==> src/rtl/can_pkg.sv <==
// can_pkg: shared definitions for the CAN bit-level receive front end.
//   - can_state_e : receiver state (INTEGRATE, IDLE, FRAME)
//   - bit timing defaults and the derived BIT_CLKS / SAMPLE_CLK
//   - stuffing / integration limits and bus level names
//   - in_resync_window(): true when a phase lies within sjw of the bit boundary
package can_pkg;

  typedef enum logic [1:0] {
    INTEGRATE = 2'd0,
    IDLE      = 2'd1,
    FRAME     = 2'd2
  } can_state_e;

  localparam int CLK_SPEED_MHZ      = 100;
  localparam int CAN_BIT_RATE_KBITS = 1000;
  localparam int SAMPLE_POINT_PCT   = 75;
  localparam int SJW_CLKS           = 20;

  localparam int BIT_CLKS   = CLK_SPEED_MHZ * 1000 / CAN_BIT_RATE_KBITS;
  localparam int SAMPLE_CLK = BIT_CLKS * SAMPLE_POINT_PCT / 100;

  localparam int STUFF_LIMIT    = 5;
  localparam int INTEGRATE_BITS = 11;

  localparam logic RECESSIVE = 1'b1;
  localparam logic DOMINANT  = 1'b0;

  // An edge close enough to the bit boundary (either side) may pull the phase.
  function automatic logic in_resync_window(input int phase, input int bit_clks,
                                            input int sjw);
    return ((phase < sjw) || (phase >= (bit_clks - sjw)));
  endfunction

endpackage

==> src/rtl/can_rx_sync.sv <==
// can_rx_sync: two-flop synchroniser for the asynchronous CAN Rx pin plus
// recessive-to-dominant edge detection.
//   clk, rst_n : system clock, async active-low reset
//   rx         : raw Rx pin (1 = recessive)
//   rx_s       : synchronised Rx level
//   rx_edge    : high for one cycle when rx_s goes recessive -> dominant
module can_rx_sync
  import can_pkg::*;
(
  input  logic clk,
  input  logic rst_n,
  input  logic rx,
  output logic rx_s,
  output logic rx_edge
);

  logic sync1_r;
  logic sync2_r;
  logic rx_d_r;

  // Synchroniser chain and one-cycle delayed copy; idle bus level is recessive.
  always_ff @(posedge clk or negedge rst_n) begin
    if (!rst_n) begin
      sync1_r <= RECESSIVE;
      sync2_r <= RECESSIVE;
      rx_d_r  <= RECESSIVE;
    end else begin
      sync1_r <= rx;
      sync2_r <= sync1_r;
      rx_d_r  <= sync2_r;
    end
  end

  assign rx_s    = sync2_r;
  assign rx_edge = rx_d_r & ~sync2_r;

endmodule

==> src/rtl/can_bit_sampler.sv <==
// can_bit_sampler: bit-level CAN receive front end.
// Integrates onto the bus (11 recessive bits), hard-syncs on SOF, resyncs on
// recessive-to-dominant edges, samples at the sample point and removes stuff
// bits. Frame end is signalled back by frame_length_calc via sample_en.
//   clk, rst_n  : system clock, async active-low reset
//   rx          : raw CAN Rx pin (1 = recessive)
//   sample_en   : from frame_length_calc, falling edge = end of frame
//   destuff_en  : current bit lies in the stuffed region
//   sof         : one-cycle pulse on hard sync
//   din/dvalid  : destuffed bit and its one-cycle valid strobe
//   stuff_err   : one-cycle pulse on a stuff rule violation
//   bus_idle    : high while in IDLE
module can_bit_sampler
  import can_pkg::*;
#(
  parameter int clk_speed_MHz      = CLK_SPEED_MHZ,
  parameter int can_bit_rate_Kbits = CAN_BIT_RATE_KBITS,
  parameter int sample_point_pct   = SAMPLE_POINT_PCT,
  parameter int sjw_clks           = SJW_CLKS
) (
  input  logic clk,
  input  logic rst_n,
  input  logic rx,
  input  logic sample_en,
  input  logic destuff_en,
  output logic sof,
  output logic din,
  output logic dvalid,
  output logic stuff_err,
  output logic bus_idle
);

  localparam int P_BIT_CLKS   = clk_speed_MHz * 1000 / can_bit_rate_Kbits;
  localparam int P_SAMPLE_CLK = P_BIT_CLKS * sample_point_pct / 100;
  localparam int PW           = $clog2(P_BIT_CLKS);

  logic           rx_s;
  logic           rx_edge_s;
  logic           sample_s;
  logic           resync_s;
  logic           sen_fall_s;
  logic [PW-1:0]  phase_nxt_s;
  logic           deliver_s;
  logic           stuff_viol_s;
  logic [2:0]     same_cnt_nxt_s;
  logic           last_bit_nxt_s;

  can_state_e     state_r;
  logic [PW-1:0]  phase_r;
  logic [2:0]     same_cnt_r;
  logic           last_bit_r;
  logic [3:0]     rec_cnt_r;
  logic           first_bit_r;
  logic           armed_r;
  logic           sample_en_r;
  logic           sof_r;
  logic           din_r;
  logic           dvalid_r;
  logic           stuff_err_r;
  logic           bus_idle_r;

  can_rx_sync u_sync (
    .clk     (clk),
    .rst_n   (rst_n),
    .rx      (rx),
    .rx_s    (rx_s),
    .rx_edge (rx_edge_s)
  );

  // Sample strobe, resync qualification and end-of-frame detect.
  always_comb begin
    sample_s   = (state_r != IDLE) && (phase_r == PW'(P_SAMPLE_CLK));
    resync_s   = rx_edge_s && in_resync_window(int'(phase_r), P_BIT_CLKS, sjw_clks);
    // armed_r ignores a low sample_en before it has risen in this frame.
    sen_fall_s = armed_r & sample_en_r & ~sample_en;
  end

  // Next phase: resync to the boundary, else count modulo BIT_CLKS.
  always_comb begin
    phase_nxt_s = '0;
    if (resync_s) begin
      phase_nxt_s = '0;
    end else if (phase_r == PW'(P_BIT_CLKS - 1)) begin
      phase_nxt_s = '0;
    end else begin
      phase_nxt_s = phase_r + PW'(1);
    end
  end

  // Destuffing decision for the bit currently on rx_s.
  always_comb begin
    deliver_s      = 1'b0;
    stuff_viol_s   = 1'b0;
    same_cnt_nxt_s = same_cnt_r;
    last_bit_nxt_s = last_bit_r;
    if (!destuff_en) begin
      deliver_s      = 1'b1;
      same_cnt_nxt_s = 3'd0;
    end else if (same_cnt_r == 3'(STUFF_LIMIT)) begin
      if (rx_s != last_bit_r) begin
        // Stuff bit: dropped, but it starts a new run.
        same_cnt_nxt_s = 3'd1;
        last_bit_nxt_s = rx_s;
      end else begin
        stuff_viol_s = 1'b1;
      end
    end else begin
      deliver_s = 1'b1;
      if (rx_s == last_bit_r) begin
        same_cnt_nxt_s = same_cnt_r + 3'd1;
      end else begin
        same_cnt_nxt_s = 3'd1;
        last_bit_nxt_s = rx_s;
      end
    end
  end

  // Receiver state machine with registered outputs.
  always_ff @(posedge clk or negedge rst_n) begin
    if (!rst_n) begin
      state_r     <= INTEGRATE;
      phase_r     <= '0;
      same_cnt_r  <= 3'd0;
      last_bit_r  <= RECESSIVE;
      rec_cnt_r   <= 4'd0;
      first_bit_r <= 1'b0;
      armed_r     <= 1'b0;
      sample_en_r <= 1'b0;
      sof_r       <= 1'b0;
      din_r       <= 1'b1;
      dvalid_r    <= 1'b0;
      stuff_err_r <= 1'b0;
      bus_idle_r  <= 1'b0;
    end else begin
      sample_en_r <= sample_en;
      sof_r       <= 1'b0;
      dvalid_r    <= 1'b0;
      stuff_err_r <= 1'b0;
      case (state_r)
        INTEGRATE: begin
          phase_r <= phase_nxt_s;
          if (sample_s) begin
            if (rx_s == RECESSIVE) begin
              if (rec_cnt_r == 4'(INTEGRATE_BITS - 1)) begin
                state_r    <= IDLE;
                bus_idle_r <= 1'b1;
                phase_r    <= '0;
                rec_cnt_r  <= 4'd0;
              end else begin
                rec_cnt_r <= rec_cnt_r + 4'd1;
              end
            end else begin
              rec_cnt_r <= 4'd0;
            end
          end
        end

        IDLE: begin
          phase_r <= '0;
          if (rx_edge_s) begin
            // Hard sync on SOF.
            state_r     <= FRAME;
            sof_r       <= 1'b1;
            same_cnt_r  <= 3'd0;
            last_bit_r  <= RECESSIVE;
            first_bit_r <= 1'b1;
            armed_r     <= 1'b0;
            bus_idle_r  <= 1'b0;
          end
        end

        FRAME: begin
          phase_r <= phase_nxt_s;
          if (sample_en) begin
            armed_r <= 1'b1;
          end
          if (sample_s && first_bit_r && (rx_s != DOMINANT)) begin
            // SOF sampled recessive: treat the edge as a glitch.
            state_r    <= IDLE;
            bus_idle_r <= 1'b1;
            phase_r    <= '0;
          end else if (sample_s && stuff_viol_s) begin
            // Takes priority over a simultaneous sample_en fall.
            stuff_err_r <= 1'b1;
            state_r     <= INTEGRATE;
            rec_cnt_r   <= 4'd0;
          end else begin
            if (sample_s) begin
              first_bit_r <= 1'b0;
              same_cnt_r  <= same_cnt_nxt_s;
              last_bit_r  <= last_bit_nxt_s;
              if (deliver_s) begin
                dvalid_r <= 1'b1;
                din_r    <= rx_s;
              end
            end
            if (sen_fall_s) begin
              state_r    <= IDLE;
              bus_idle_r <= 1'b1;
              phase_r    <= '0;
            end
          end
        end

        default: begin
          state_r <= INTEGRATE;
        end
      endcase
    end
  end

  assign sof       = sof_r;
  assign din       = din_r;
  assign dvalid    = dvalid_r;
  assign stuff_err = stuff_err_r;
  assign bus_idle  = bus_idle_r;

endmodule

==> config.mk <==
export PLATFORM = sky130hd
export DESIGN_NAME = can_bit_sampler
export DESIGN_NICKNAME = d
export VERILOG_FILES = /design/src/rtl/can_pkg.sv /design/src/rtl/can_rx_sync.sv /design/src/rtl/can_bit_sampler.sv
export SDC_FILE = /design/constraint.sdc
export NUM_CORES = 1
export LEC_CHECK = 0
export ABC_AREA = 1
export ABC_CLOCK_PERIOD_IN_PS = 3200
export CORE_ASPECT_RATIO = 0.75
export CORE_UTILIZATION = 63
export CTS_CLUSTER_DIAMETER = 80
export CTS_CLUSTER_SIZE = 30
export DETAILED_ROUTE_END_ITERATION = 10
export PLACE_DENSITY = 0.84
export SKIP_CTS_REPAIR_TIMING = 1
export SYNTH_ARGS = -nofsm -noshare
export SYNTH_HDL_FRONTEND = slang
export SYNTH_HIERARCHICAL = 1
export SYNTH_SLANG_ARGS = --single-unit
==> constraint.sdc <==
create_clock -name clk -period 3.2 [get_ports clk]
set_clock_uncertainty 0.2 [all_clocks]
set_input_delay 0.64 -clock clk [delete_from_list [all_inputs] [get_ports clk]]
set_output_delay 0.64 -clock clk [all_outputs]
set_load 0.01 [all_outputs]
After elaboration in Yosys (flattened, before gate mapping)
Cells that the tools add are included.
{"block": "word_totals", "word_cells": 141, "out_inout_bits": 5, "in_bits": 5, "register_bits": 28}
{"block": "classes", "n_addsub": 3, "n_bitwise": 7, "n_eq_ne": 25, "order_cmp": 2, "muxes": 70, "reduce_logical": 18}
{"cell": "2-to-1 mux 7 bit", "count": 8}
{"cell": "2-to-1 mux 1 bit", "count": 34}
{"cell": "2-to-1 mux 3 bit", "count": 8}
{"cell": "case mux 7 bit (3 select lines)", "count": 1}
{"cell": "2-to-1 mux 4 bit", "count": 5}
{"cell": "inequality test 2 bit, second input constant", "count": 9}
{"cell": "AND reduction 5 bit", "count": 3}
{"cell": "equality test 7 bit, second input constant", "count": 2}
{"cell": "2-to-1 mux 2 bit", "count": 7}
{"cell": "inequality test 3 bit, second input constant", "count": 4}
{"cell": "inequality test 4 bit, second input constant", "count": 2}
{"cell": "case mux 4 bit (2 select lines)", "count": 1}
{"cell": "AND reduction 8 bit", "count": 1}
{"cell": "adder 7 x 1 -> 7 bit, second input constant", "count": 1}
{"cell": ">= comparator 7 bit, second input constant", "count": 1}
{"cell": "< comparator 7 x 5 -> 1 bit, second input constant", "count": 1}
{"cell": "AND reduction 7 bit", "count": 1}
{"cell": "case mux 1 bit (2 select lines)", "count": 3}
{"cell": "case mux 2 bit (3 select lines)", "count": 1}
{"cell": "case mux 3 bit (2 select lines)", "count": 1}
{"cell": "AND reduction 6 bit", "count": 1}
{"cell": "logical AND 1 bit", "count": 5}
{"cell": "adder 4 x 1 -> 4 bit, second input constant", "count": 1}
{"cell": "equality test 4 bit, second input constant", "count": 1}
{"cell": "16 further kinds", "count": 23}

Logic depth before layout (Yosys ltp)
Gate-level depths: netlist of run 1.
{"block": "logic_depth", "depth_word": 8, "depth_mapped": 12, "depth_no_buf": 12}

By module
Netlist of run 1, hierarchy kept.
{"mod": "can_bit_sampler", "instances": 1, "area_per_inst_um2": 1704.1, "seq_area_each_um2": 628.1, "cells_each": 227}
{"mod": "can_rx_sync", "instances": 1, "area_per_inst_um2": 88.8, "seq_area_each_um2": 78.8, "cells_each": 5}

Least setup slack after synthesis of run 1
OpenSTA, ideal clock, no wires.
{"block": "synth_path", "path_type": "reg2reg", "startpoint": "register state_r[0]", "endpoint": "register same_cnt_r[1]", "period_less_slack_ns": 1.705, "n_path_buf": 1, "stages_incl_launch_ff": 9, "setup_ns": 0.117, "required_ns": 2.883, "arrival_ns": 1.388, "slack_ns": 1.495, "cell_sequence": "dfrtp_1 -> inv_1 -> ha_1 -> buf_2 -> a21oi_1 -> a21oi_4 -> nand2_4 -> nand2_1 -> o21ai_2"}
{"block": "synth_via", "elab_chain_len": 6, "elab_cells_between_ends": 15, "classes_between": "eq/ne (8); mux (1); reduce/logical (6)"}
{"element": "from (decl)", "line": "can_bit_sampler.sv:48", "rtl": "can_state_e state_r;"}
{"element": "from (signal assigned)", "line": "can_bit_sampler.sv:121", "rtl": "state_r <= INTEGRATE;"}
{"element": "from (signal assigned)", "line": "can_bit_sampler.sv:145", "rtl": "state_r <= IDLE;"}
{"element": "from (signal assigned)", "line": "can_bit_sampler.sv:162", "rtl": "state_r <= FRAME;"}
{"element": "inequality test 2 x 1 -> 1 bit", "line": "can_bit_sampler.sv:72", "rtl": "sample_s = (state_r != IDLE) && (phase_r == PW'(P_SAMPLE_CLK));"}
{"element": "logical AND 1 bit", "line": "can_bit_sampler.sv:72"}
{"element": "logical AND 1 bit (2 in series)", "line": "can_bit_sampler.sv:177", "rtl": "if (sample_s && first_bit_r && (rx_s != DOMINANT)) begin"}
{"element": "inequality test 2 bit (no source line)"}
{"element": "AND reduction 6 bit (no source line)"}
{"element": "to (signal assigned)", "line": "can_bit_sampler.sv:190", "rtl": "same_cnt_r <= same_cnt_nxt_s;"}
{"element": "to (decl)", "line": "can_bit_sampler.sv:50", "rtl": "logic [2:0] same_cnt_r;"}
Several ways; a longest one is shown, not always the timed one.
A chain may end at the register's enable or synchronous reset.

Worst setup path after layout of run 1
{"block": "layout_path", "startpoint": "register din_r, in the netlist din", "endpoint": "output port din"}
{"element": "from (decl)", "line": "can_bit_sampler.sv:57", "rtl": "logic din_r;"}
{"element": "from (signal assigned)", "line": "can_bit_sampler.sv:194", "rtl": "din_r <= rx_s;"}
{"element": "to (decl)", "line": "can_bit_sampler.sv:27", "rtl": "output logic din,"}
No word-level cell between the ends.

==> results of run 1 <==
-- placed cells by master, fill, tap and decap left out, drive strengths merged, types with 5 or more instances in the layout --
cell	n
inv	29
nor2	27
o21ai	11
nand3	26
dfstp	5
dfrtp	23
clkdlybuf4s50	9
ha	10
a21oi	7
nand2	77
-- per-layer routing --
layer / up-vias / global-route usage
met4: 0 / 0.0455
met1: 647 / 0.369
met5: - / 0
met2: 44 / 0.372
met3: 2 / 0.0561
li1: 762 / -
-- worst max path at each step --
stage                                start                         to  slack (ns)
floorplan           state_r[0]$_DFFE_PN0P_  same_cnt_r[1]$_DFFE_PN0P_        1.49
global placement                destuff_en   rec_cnt_r[0]$_DFFE_PN0P_        0.89
detailed placement              destuff_en   rec_cnt_r[0]$_DFFE_PN0P_        0.85
CTS                        din$_DFFE_PN1P_                        din        1.02
global route        state_r[0]$_DFFE_PN0P_   rec_cnt_r[1]$_DFFE_PN0P_        0.91
finish                     din$_DFFE_PN1P_                        din        1.03
-- per-stage QoR --
step	power [mW]	area (sq um)
after floorplan	0.523	1790
after global placement	0.550	1920
after detailed placement	0.552	1920
after CTS	0.828	1990
after global routing	0.872	1990
final	0.824	1990
-- cell type report --
cell class / instances / area share
inverter: 29 / 0.0547
tap: 36 / 0.0226
sequential: 28 / 0.355
clock buffer: 3 / 0.0207
clock inverter: 1 / 0.0151
multi-input combinational: 172 / 0.483
timing repair buffer: 10 / 0.0490
-- logic make-up (layout without fill, tap and decap cells) --
family                     count (synthesis)  after routing  synth area share
AOI/OAI and AO/OA                         20             20            0.0705
xor gates and xnor gates                   4              4            0.0195
adders and majority gates                 10             10            0.0698
buffers and inverters                     32             43            0.0698
DFF                                       28             28             0.394
and+or+nand+nor                          138            138             0.376
-- registers in the layout (all words and copies together) (netlist names), 2 cells and up --
name	cells
phase_r	7
rec_cnt_r	4
same_cnt_r	3
state_r	2
-- power groups by stage --
stage                     clock [mW]  combinational (mW)  sequential, mW
after floorplan                    0               0.119           0.404
final                          0.277               0.133           0.415
after global placement             0               0.129           0.420
after global routing           0.295               0.157           0.420
after CTS                      0.281               0.133           0.413
after detailed placement           0               0.132           0.420
==> metrics.txt, run 1 <==
Clock transition at path regs 0.10 ns; Worst-Skew Late Latency 0.28 ns; Top Metal Used met4; hold slack 0.170 ns; syn nets 247; area delta synth->final 11.0%; Hold Vio Cnt, Final 0; first-pass GRT wire length 5610 um; FF-to-FF End rec_cnt_r[0]$_DFFE_PN0P_; CP max-delay cell dfstp_2; core area 0.00266 sq mm; DRC 0; GRT overflow 0; worst hold path class reg -> reg; wire per inst 11.9 um; Worst Path Buf+Inv 1; final setup margin 1.03 ns; Hold Crit Depth 0; clock buffer count from CTS 3; dpl cells 275; Tmin final 2.17 ns; worst-path fanout max 2; n_diodes 0; Power Dens Cells 414 mW/mm^2; period utilization 0.678; wl on met1 1780 um; Starting Density 0.673; multi-input logic area 961 sq um; Startpoint Class flop; die height 48.2 um; I/O pin cnt 10; CTS max path bufs 2; Num Clock Sinks 28; Clk pwr share 0.336; FILL cells 202; Finished Core Util 0.748; synth cell count leaders nand2_1, inv_1, dfrtp_1; setup TNS 0 ns; full die area 0.00307 sq mm; number of max-cap violations 0; Final Setup Violations 0; Peak VDD IR 305 uV; initial antenna violation count 0; top_reg_cell synth dfrtp_1; Critical Path Stages 1; Critical Path Sink Type output pin; actual slew at the worst max-slew pin 0.562 ns; pre-CTS WS 0.854 ns; Seq cells post-synth 28; Reg2Reg Launch Point state_r[0]$_DFFE_PN0P_; Worst path max stage delay 0.54 ns; sequential power share 0.503; setup slack, reg-to-reg 1.06 ns; P_leak 0.965 nW; share of cells above drive strength 1 0.144; CTS tree done; YS warnings 6; DRT Wirelength 3310 um; Worst EP arrival 1.33 ns; fin cells 279; worst relative slew slack 0.625; Mapped Cells 232; hpwl dp 2540 um; Post-synth ARST share 1.00; All-Layer GR Usage 0.247; Slew Viols, Final 0; Internal Power 0.597 mW; worst-case reg-to-reg path depth 9; top cell type's share of synthesized area 0.321; RSZ-0062 raised after global routing false; largest net degree at the start of global routing 29; met3 WL 172 um; chip width 63.6 um; Gate power share 0.161; net switching power 0.228 mW; root buf cell clkbuf_8; starting DRC count in detailed routing 110; Synth area leaders dfrtp_1, nand2_1, dfstp_2, ha_1, nand3_1; WHS Endpoint u_sync/rx_s$_DFF_PN1_; sw frac 0.276; nets 259; Mapped Area 0.00179 sq mm; Unique masters post-synth 30; most area-hungry cell type in the Yosys netlist dfrtp_1; syn_area_per_cell 7.73 sq um; Worst EP required 2.36 ns; GPL Wtd Cong 0.862; ANT nets after route 0; CP top delay family flip-flops; DR pass1 iterations 4; H-tree Lvls 1; critical path type reg -> out; Post-synth EDFFs 0; HP Start u_sync/sync1_r$_DFF_PN1_; WL met2 1350 um; vias per cell 5.22; port bufs 9; Placement Rows 16; vias in the first global route 1200; register area 707 sq um; register area share after synthesis 0.394; status complete, no violations; via count 1455; crit-path cells clkdlybuf4s50_1; fmax 461 MHz; most instantiated library cell after synthesis nand2_1
Power figures use the tool's default switching activity.
==> run 2, diff against run 1 <==
Settings changed: ABC_CLOCK_PERIOD_IN_PS 3200 to 2100, CORE_UTILIZATION 63 to 59, PLACE_DENSITY 0.84 to 0.8.
Clock period 3.2 ns to 2.1 ns, I/O delays scaled along.
==> run 2 against run 1 <==
Compared with the run above:
- wire length grew 3.6%
- register-to-register slack got worse by 0.90 ns
- combinational power increased by 53%
- power is 42% higher
- final cell count is 1.4% higher
- core utilization down 1.7 points
- design area up 0.69%
- non-clock buffer count is 4 higher
- critical path type unchanged
==> metrics.txt, run 2 (synthesized netlist as in run 1, its figures left out) <==
status complete, no violations; nets 263 (+1.5%); port bufs 9 (unchanged); Tmin final 1.96 ns; most frequent cells in the layout nand2_1, inv_1, dfrtp_1; sequential power share 0.540 (+0.037); Worst EP required 1.48 ns (-0.88 ns); DR pass1 iterations 4 (unchanged); largest net degree at the start of global routing 29 (unchanged); Design Power 1.17 mW (+42%); hold slack 0.165 ns (-0.00511 ns); Critical Path Sink Type output pin; DRT Wirelength 3430 um (+3.6%); dpl cells 279 (+1.5%); Power Dens Cells 584 mW/mm^2 (+41%); first-pass GRT wire length 6180 um (+10%); worst hold path class reg -> reg; most flop-heavy register phase_r; core area 0.00274 sq mm (+3.0%); Peak VDD IR 419 uV (+37%); CTS max path bufs 2 (unchanged); Worst Path Buf+Inv 1 (unchanged); Placed Area 0.00195 sq mm (+1.6%); worst-path fanout max 2 (unchanged); Worst path max stage delay 0.54 ns (about the same); die height 49.7 um (+3.2%); FILL cells 217 (+7.4%); CP max-delay cell dfstp_2; root buf cell clkbuf_8; worst relative slew slack 0.680 (+0.0546); fmax 509 MHz; P_leak 0.978 nW (+1.3%); GRT overflow 0 (unchanged); Clk pwr share 0.285 (-0.051); RSZ-0062 raised after global routing false; leading registers by flop count phase_r (7), rec_cnt_r (4), same_cnt_r (3); Worst-Skew Late Latency 0.28 ns (about the same); DRC 0 (unchanged); clock buffer count from CTS 3 (unchanged); vias per cell 5.23 (+0.35%); ANT nets after route 0 (unchanged); period utilization 0.935; initial antenna violation count 0 (unchanged); Finished Core Util 0.731 (-0.0168); commonest non-fill, non-tap cell in the layout nand2_1; full die area 0.00327 sq mm (+6.5%); Gate power share 0.174 (+0.013); vias in the first global route 1370 (+14%); I/O pin cnt 10 (unchanged); crit-path cells clkdlybuf4s50_1; GPL Wtd Cong 0.876 (+1.6%); Hold Vio Cnt, Final 0 (unchanged); number of max-cap violations 0 (unchanged); chip width 65.7 um (+3.2%); actual slew at the worst max-slew pin 0.480 ns (-0.0819 ns); CP top delay family flip-flops; n_diodes 0 (unchanged); Slew Viols, Final 0 (unchanged); wire per inst 12.1 um (+2.1%); sw frac 0.296 (+0.0198); via count 1481 (+1.8%); net switching power 0.346 mW (+52%); Clock transition at path regs 0.10 ns (about the same); Starting Density 0.654 (-0.0197); Startpoint Class flop; share of cells above drive strength 1 0.158 (+0.0139); max FFs per register 7 (unchanged); final instance area 0.00200 sq mm (+0.69%); Num Clock Sinks 28 (unchanged); H-tree Lvls 1 (unchanged); hpwl dp 2600 um (+2.6%); CTS tree done; area delta synth->final 11.8%; Final Setup Violations 0 (unchanged); Internal Power 0.824 mW (+38%); starting DRC count in detailed routing 193 (+75%); critical path type reg -> out; All-Layer GR Usage 0.250 (+0.00284); Worst EP arrival 1.34 ns (about the same); fin cells 283 (+1.4%); Placement Rows 16 (unchanged)
run 2: cell count changes in the layout (fill, tap and decap cells not counted):
cell | previous run | this run
bufinv_16 | 1 | 0
buf_4 | 1 | 5
clkbuf_8 | 3 | 4
run 2: worst paths after layout:
path | start | endpoint | slack, ns | cells after the start
worst max-delay path | din$_DFFE_PN1P_ | din | 0.14 | 1
worst min-delay path | u_sync/sync1_r$_DFF_PN1_ | u_sync/rx_s$_DFF_PN1_ | 0.16 | 0
worst max register to register | state_r[1]$_DFFE_PN0P_ | state_r[0]$_DFFE_PN0P_ | 0.16 | 10
worst min register to register | u_sync/sync1_r$_DFF_PN1_ | u_sync/rx_s$_DFF_PN1_ | 0.16 | 0
max in group asynchronous | rst_n | u_sync/sync1_r$_DFF_PN1_ | 1.08 | 2
min in group asynchronous | rst_n | same_cnt_r[0]$_DFFE_PN0P_ | 0.31 | 2
run 2: per-layer routing:
layer  vias to the layer above  global-route usage  share of wire
met2                        48               0.340           0.38
met3                         4              0.0671          0.061
met4                         0              0.0616         0.0067
met5                         -                   0              0
li1                        764                   -              -
met1                       665               0.385           0.55
run 2: power groups by stage:
stage               clock network (mW)  registers, mW  logic (mW)
global placement                     0          0.640       0.199
floorplan                            0          0.616       0.181
CTS                              0.342          0.631       0.203
global route                     0.365          0.640       0.240
detailed placement                   0          0.641       0.201
finish                           0.334          0.632       0.204
run 2: final cells by class:
type	instances	area, sq um	share of cell area
Timing Repair Buffer	14	128	0.0637
Multi-Input combinational cell	172	961	0.479
Clock buffer	4	55.1	0.0275
Inverter	29	109	0.0543
Sequential cell	28	707	0.353
Tap cell	36	45.0	0.0225
run 2: through the flow:
step	setup TNS, ns	setup WS, ns
after floorplan	0	0.395
after global placement	0	0.0456
after detailed placement	-0.0414	-0.0414
after CTS	0	0.127
after global routing	0	0.0601
final	0	0.136
==> run 3, diff against run 2 <==
Settings changed: CAP_MARGIN from default to 25.
==> results of run 3 <==
Same layout as run 2: the final DEF is identical, and so are final timing and power.
